File: src/rtl/dff_bank_arbiter_if.sv
// Requester handshakes plus the registered bank write port of dff_bank_arbiter.
// master = requesters/bank side, slave = the arbiter.
interface dff_bank_arbiter_if #(
  parameter int WIDTH  = 8,
  parameter int ADDR_W = 3
);
  logic              req_a;
  logic [ADDR_W-1:0] addr_a;
  logic [WIDTH-1:0]  data_a;
  logic              gnt_a;
  logic              req_b;
  logic [ADDR_W-1:0] addr_b;
  logic [WIDTH-1:0]  data_b;
  logic              gnt_b;
  logic              we;
  logic [ADDR_W-1:0] waddr;
  logic [WIDTH-1:0]  wdata;

  modport master (
    output req_a, addr_a, data_a, req_b, addr_b, data_b,
    input  gnt_a, gnt_b, we, waddr, wdata
  );

  modport slave (
    input  req_a, addr_a, data_a, req_b, addr_b, data_b,
    output gnt_a, gnt_b, we, waddr, wdata
  );
endinterface

File: src/rtl/dff_bank_arbiter.sv
// Init sweep + two-port write arbiter for a dff register bank.
// Define ARB_FIXED_PRIO_EN for fixed A-over-B priority; default is round-robin.
module dff_bank_arbiter #(
  parameter int               WIDTH    = 8,
  parameter int               ADDR_W   = 3,
  parameter logic [WIDTH-1:0] INIT_VAL = '0
) (
  input  logic             clk,
  input  logic             clr,
  input  logic             init_start,
  dff_bank_arbiter_if.slave bus,
  output logic             busy,
  output logic             init_done
);

  typedef enum logic {S_INIT, S_RUN} state_e;

  localparam logic [ADDR_W-1:0] CNT_LAST = '1;

  state_e            state_q, state_d;
  logic [ADDR_W-1:0] cnt_q, cnt_d;
  logic              we_q, we_d;
  logic [ADDR_W-1:0] waddr_q, waddr_d;
  logic [WIDTH-1:0]  wdata_q, wdata_d;
  logic              done_q, done_d;
  logic              pick_a;
  logic              xfer_a, xfer_b;

  // FSM: state register
  always_ff @(posedge clk) begin
    if (clr) state_q <= S_INIT;
    else     state_q <= state_d;
  end

  // FSM: next state
  always_comb begin
    state_d = state_q;
    case (state_q)
      S_INIT:  if (cnt_q == CNT_LAST) state_d = S_RUN;
      S_RUN:   if (init_start)        state_d = S_INIT;
      default: state_d = S_INIT;
    endcase
  end

  // FSM: outputs; grants are blocked in reset, during the sweep and on the re-init cycle
  always_comb begin
    busy      = clr | (state_q == S_INIT);
    bus.gnt_a = 1'b0;
    bus.gnt_b = 1'b0;
    if (!clr && state_q == S_RUN && !init_start) begin
      bus.gnt_a = bus.req_a & (~bus.req_b |  pick_a);
      bus.gnt_b = bus.req_b & (~bus.req_a | ~pick_a);
    end
  end

  assign xfer_a = bus.req_a & bus.gnt_a;
  assign xfer_b = bus.req_b & bus.gnt_b;

`ifdef ARB_FIXED_PRIO_EN
  assign pick_a = 1'b1;
`else
  logic last_b_q, last_b_d;

  always_comb begin
    last_b_d = last_b_q;
    if (xfer_a)      last_b_d = 1'b0;
    else if (xfer_b) last_b_d = 1'b1;
  end

  // last starts as B so A takes the first tie
  always_ff @(posedge clk) begin
    if (clr) last_b_q <= 1'b1;
    else     last_b_q <= last_b_d;
  end

  assign pick_a = last_b_q;
`endif

  always_comb begin
    cnt_d   = cnt_q;
    we_d    = 1'b0;
    waddr_d = waddr_q;
    wdata_d = wdata_q;
    done_d  = done_q;
    if (state_q == S_INIT) begin
      we_d    = 1'b1;
      waddr_d = cnt_q;
      wdata_d = INIT_VAL;
      cnt_d   = cnt_q + ADDR_W'(1);
      if (cnt_q == CNT_LAST) done_d = 1'b1;
    end else begin
      if (init_start) done_d = 1'b0;
      if (xfer_a) begin
        we_d    = 1'b1;
        waddr_d = bus.addr_a;
        wdata_d = bus.data_a;
      end else if (xfer_b) begin
        we_d    = 1'b1;
        waddr_d = bus.addr_b;
        wdata_d = bus.data_b;
      end
    end
  end

  always_ff @(posedge clk) begin
    if (clr) begin
      cnt_q   <= '0;
      we_q    <= 1'b0;
      waddr_q <= '0;
      wdata_q <= '0;
      done_q  <= 1'b0;
    end else begin
      cnt_q   <= cnt_d;
      we_q    <= we_d;
      waddr_q <= waddr_d;
      wdata_q <= wdata_d;
      done_q  <= done_d;
    end
  end

  assign bus.we    = we_q;
  assign bus.waddr = waddr_q;
  assign bus.wdata = wdata_q;
  assign init_done = done_q;

endmodule

File: src/flat_wrapper.sv
// flat-port wrapper written by rule: the top's interface ports become plain ports
module dff_bank_arbiter_flat 
#(
  parameter int               WIDTH    = 8,
  parameter int               ADDR_W   = 3,
  parameter logic [WIDTH-1:0] INIT_VAL = '0
)
  (clk, clr, init_start, busy, init_done, bus_req_a, bus_addr_a, bus_data_a, bus_req_b, bus_addr_b, bus_data_b, bus_gnt_a, bus_gnt_b, bus_we, bus_waddr, bus_wdata);
  dff_bank_arbiter_if #(.WIDTH(WIDTH), .ADDR_W(ADDR_W)) bus_i ();
  input  logic clk;
  input  logic clr;
  input  logic init_start;
  output logic busy;
  output logic init_done;
  input wire logic [$bits(bus_i.req_a)-1:0] bus_req_a;
  input wire logic [$bits(bus_i.addr_a)-1:0] bus_addr_a;
  input wire logic [$bits(bus_i.data_a)-1:0] bus_data_a;
  input wire logic [$bits(bus_i.req_b)-1:0] bus_req_b;
  input wire logic [$bits(bus_i.addr_b)-1:0] bus_addr_b;
  input wire logic [$bits(bus_i.data_b)-1:0] bus_data_b;
  output wire logic [$bits(bus_i.gnt_a)-1:0] bus_gnt_a;
  output wire logic [$bits(bus_i.gnt_b)-1:0] bus_gnt_b;
  output wire logic [$bits(bus_i.we)-1:0] bus_we;
  output wire logic [$bits(bus_i.waddr)-1:0] bus_waddr;
  output wire logic [$bits(bus_i.wdata)-1:0] bus_wdata;
  assign bus_i.req_a = bus_req_a;
  assign bus_i.addr_a = bus_addr_a;
  assign bus_i.data_a = bus_data_a;
  assign bus_i.req_b = bus_req_b;
  assign bus_i.addr_b = bus_addr_b;
  assign bus_i.data_b = bus_data_b;
  assign bus_gnt_a = bus_i.gnt_a;
  assign bus_gnt_b = bus_i.gnt_b;
  assign bus_we = bus_i.we;
  assign bus_waddr = bus_i.waddr;
  assign bus_wdata = bus_i.wdata;
  dff_bank_arbiter #(.WIDTH(WIDTH), .ADDR_W(ADDR_W), .INIT_VAL(INIT_VAL)) u_core (.clk(clk), .clr(clr), .init_start(init_start), .bus(bus_i), .busy(busy), .init_done(init_done));
endmodule
File: config.mk
export PLATFORM = sky130hd
export DESIGN_NAME = dff_bank_arbiter_flat
export DESIGN_NICKNAME = d
export VERILOG_FILES = /design/src/rtl/dff_bank_arbiter_if.sv /design/src/rtl/dff_bank_arbiter.sv /design/src/flat_wrapper.sv
export SDC_FILE = /design/constraint.sdc
export NUM_CORES = 1
export LEC_CHECK = 0
export ABC_AREA = 1
export CAP_MARGIN = 10
export CELL_PAD_IN_SITES_DETAIL_PLACEMENT = 0
export CELL_PAD_IN_SITES_GLOBAL_PLACEMENT = 1
export CORE_UTILIZATION = 25
export CTS_BUF_LIST = sky130_fd_sc_hd__clkbuf_16
export DETAILED_ROUTE_END_ITERATION = 12
export PLACE_DENSITY_LB_ADDON = 0.1
export SETUP_SLACK_MARGIN = 0.1
export SLEW_MARGIN = 10
export SYNTH_ARGS = -nofsm -noshare
export SYNTH_HDL_FRONTEND = slang
export SYNTH_SLANG_ARGS = --single-unit
File: constraint.sdc
create_clock -name clk -period 2.9 [get_ports clk]
set_input_delay 0.58 -clock clk [delete_from_list [all_inputs] [get_ports clk]]
set_output_delay 0.58 -clock clk [all_outputs]
set_load 0.02 [all_outputs]
Yosys cells after proc, flatten, opt, wreduce, memory -nomap -nowiden. Cells that the tools add are included.

Memory bits (read-only): 0. Register bits: 18. Memories kept: 0. RAM bits: 0. Output and inout bits: 16. Bits in latches: 0.

$lt $le $gt $ge: 0. Divide/modulo/power cells: 0. $mul: 0. $add $sub $neg: 1. Equal/unequal tests: 3. Reduce and logical (&&, ||, !) cells: 8. Shift-type cells: 0. Bitwise logic cells: 11. Mux-type cells: 18.

Operators by type and width (count): two-way mux 8 bit (2); two-way mux 1 bit (12); two-way mux 3 bit (3); AND 1 bit (4); inverter 1 bit (4); nonzero test 2 bit (2); adder 3 x 1 -> 3 bit, second input constant (1); equality test 3 bit, second input constant (1); inequality test 3 bit, second input constant (1); OR 1 bit (3); logical AND 1 bit (2); zero test 1 bit (2); inequality test 2 bit, second input constant (1); one-hot mux 1 bit (2 select lines) (1); AND reduction 2 bit (1); OR reduction 2 bit (1).

Depth between registers and ports, before layout.
Depth after elaboration: 8. Depth in mapped cells: 11. Depth with buffers taken out: 10.

Worst setup path before layout. No wires, ideal clock.

Path kind: input -> output. Start: input port clr. End: output port bus_gnt_a. Stages on the path: 6. Required time: 2.320 ns. Slack: 1.023 ns. Arrival: 1.297 ns. Path buffers: 1. Path through: inv_4 -> nand2_8 -> nor2_8 -> nand2_4 -> buf_2 -> inv_1.

Longest elaborated chain between the ends: 4.

RTL lines: from (decl) (RTL line flat_wrapper.sv:11) `input logic clr;`; zero test 1 bit (RTL line dff_bank_arbiter.sv:50) `if (!clr && state_q == S_RUN && !init_start) begin`; logical AND 1 bit (2 in a row) (RTL line dff_bank_arbiter.sv:50); two-way mux 1 bit (RTL line dff_bank_arbiter.sv:50); to (decl) (RTL line flat_wrapper.sv:21) `output wire logic [$bits(bus_i.gnt_a)-1:0] bus_gnt_a;`.

No other way between the ends.

Worst setup path in the final report. Same ends and word-level chain as after synthesis.

==> results.txt <==
outcome: complete, no violations
GRT Util Overall: 0.126
endpoints failing hold: 0
most frequent cells in the layout: clkdlybuf4s50_1 (42), nand2_1 (18), dfxtp_1 (18), inv_1 (17), o21ai_1 (15)
Num CTS Buffers: 3
core area: 3440 µm²
root buf cell: clkbuf_16
syn nets: 153
DRC: 0
Netlist cell types: 20
multiplexer share of the synthesized area: 0
Final period util: 0.938
DIE WIDTH: 62.9 µm
Final nets: 196
crit path DAT: 2.14 ns
Design Area, Final: 1450 µm²
number of global-route vias before repair: 862
fin cells: 212
H-tree lvl count: 1
1st-pass router iterations: 4
CTS tree: built
register area share after synthesis: 0.388
commonest non-fill, non-tap cell in the layout: clkdlybuf4s50_1
Adder-Cell Fraction of Synth Area: 0.0270
routed wire length per instance: 11.1 µm
Mapped Area: 928 µm²
setup_tns: 0 ns
Placer Congestion: 0.679
final setup vio count: 0
xor/xnor share of the synthesized area: 0
cell count after synthesis: 124
layout cell share with drive strength beyond 1: 0.0723
Crit Path Class: input pin to primary output
Max FO, Critical Path: 10
Syn Area/Cell: 7.49 µm²
max-cap viol count: 0
main combinational cell family by area after synthesis: simple AND/OR/NAND/NOR gates
CP endpoint kind: primary output
IO Port Bufs: 42
placed cell areas: 1370 µm²
max-slew violation count: 0
HP Class: register to register
PostCTS Resize Cnt: 0
total congestion overflow: 0
drt total wl: 2.36 mm
CTS sink count: 18
HPWL reported at the end of detailed placement: 1.73 mm
Post-Synth Simple-Gate Area: 0.264
initial antenna violation count: 0
n_diodes: 0
Ys Warns: 0
Starting Density: 0.270
Die ar.: 3960 µm²
CTS hold repair buffers: 0
Via-to-Cell Ratio: 4.44
maximum vdd drop: 235 µV
Slew headroom: 0.697
Slew @ Worst Pin: 0.454 ns
setup bufs post-CTS: 0
row count: 21
# IOs: 43
placed cells: 208
Area Growth Syn to Fin: 56.3%
Fin Clk Skew: 0.000791 ns
PwrDens: 423 nW/µm²
endpoint required time on the critical path: 2.32 ns
Synth Area in Compound Gates: 0.189
clock insertion delay at the later pin of the skew report: 0.25 ns
unrepaired setup endpoints after global routing: no
Startpoint Class: input pin
Yosys reg bits: 18
vias: 941
DRT iter0 DRCs: 33
Bufs on Longest Clock Path: 2
crit path time final: 2.72 ns
first-pass GRT wire length: 3.88 mm
Die Y: 62.9 µm
P_leak: 0.653 nW
antenna-violating nets left: 0
clk slew on worst S/H paths: 0.05 ns
max frequency: 368 MHz
largest net degree at the start of global routing: 32
[cell type report]
cell class	instances	area [µm²]
flip-flops and latches	18	360
clock buffers	3	75.1
inverters	19	73.8
fillers	374	1990
clock inverters	1	3.75
well taps	46	57.6
repair buffers	44	435
multi-input cells	81	445
[Yosys cell counts]
library cell,n,area share
dfxtp_1,18,0.39
nand2_1,18,0.073
inv_1,17,0.069
o21ai_1,15,0.081
nand3_1,14,0.075
a21oi_1,11,0.059
nor2_1,7,0.028
o21ai_0,4,0.022
buf_2,3,0.016
buf_6,3,0.036
nand4_1,3,0.020
ha_1,2,0.027
nand2_4,2,0.024
a21oi_2,1,0.0094
clkinv_1,1,0.0040
inv_4,1,0.0067
nand2_8,1,0.022
nor2_8,1,0.022
o211ai_1,1,0.0081
o21ai_2,1,0.0094
[sequential cells by signal, indices dropped and copies added, names as in the netlist]
register	flops
u_core.last_b_q	1
u_core.cnt_q	3
u_core.bus.we	1
u_core.bus.waddr	3
u_core.init_done	1
u_core.state_q	1
u_core.bus.wdata	8
[layer usage]
| metal | wire [µm] | vias to the layer above | global-route usage |
|---|---|---|---|
| met5 | 0 | - | 0 |
| met4 | 42 | 0 | 0.0610 |
| met3 | 173 | 4 | 0.0401 |
| met2 | 1070 | 35 | 0.206 |
| met1 | 1080 | 406 | 0.146 |
| li1 | - | 496 | - |
[through the flow]
step                      hold WS [ns]  utilization  setup slack, ns  power [mW]
after global placement           0.463        0.399            0.185       0.343
after global routing             0.504        0.422            0.110       0.641
after CTS                        0.481        0.422            0.168       0.623
final                            0.474        0.422            0.181       0.614
after detailed placement         0.457        0.399            0.169       0.344
after floorplan                  0.447            -             1.02       0.294
[worst paths after layout]
kind,startpoint,to,slack [ns],cells after the start
worst min-delay path,u_core.init_done,u_core.init_done,0.47,2
worst max-delay path,clr,bus_gnt_a,0.18,7
worst max register to register,u_core.state_q,u_core.bus.waddr[0],1.24,10
worst min register to register,u_core.init_done,u_core.init_done,0.47,2
[critical path, cell delays in order]
cell and delay [ns]:
clkdlybuf4s50_1 0.44, inv_4 0.14, nand2_8 0.10, nor2_8 0.16, nand2_4 0.06, inv_1 0.06, clkdlybuf4s50_1 0.59
[kinds of logic after synthesis]
kind of cell	count (synthesis)
buffers and inverters	25
adders and majority gates	2
DFF	18
and+or+nand+nor	46
AOI/OAI and AO/OA	33
[where the power goes]
part           total (mW)  switching (mW)  internal, mW
logic              0.0762          0.0294        0.0468
clock network       0.276          0.0929         0.183
registers           0.262         0.00577         0.256
total               0.614           0.128         0.486
Power figures use the tool's default switching activity.
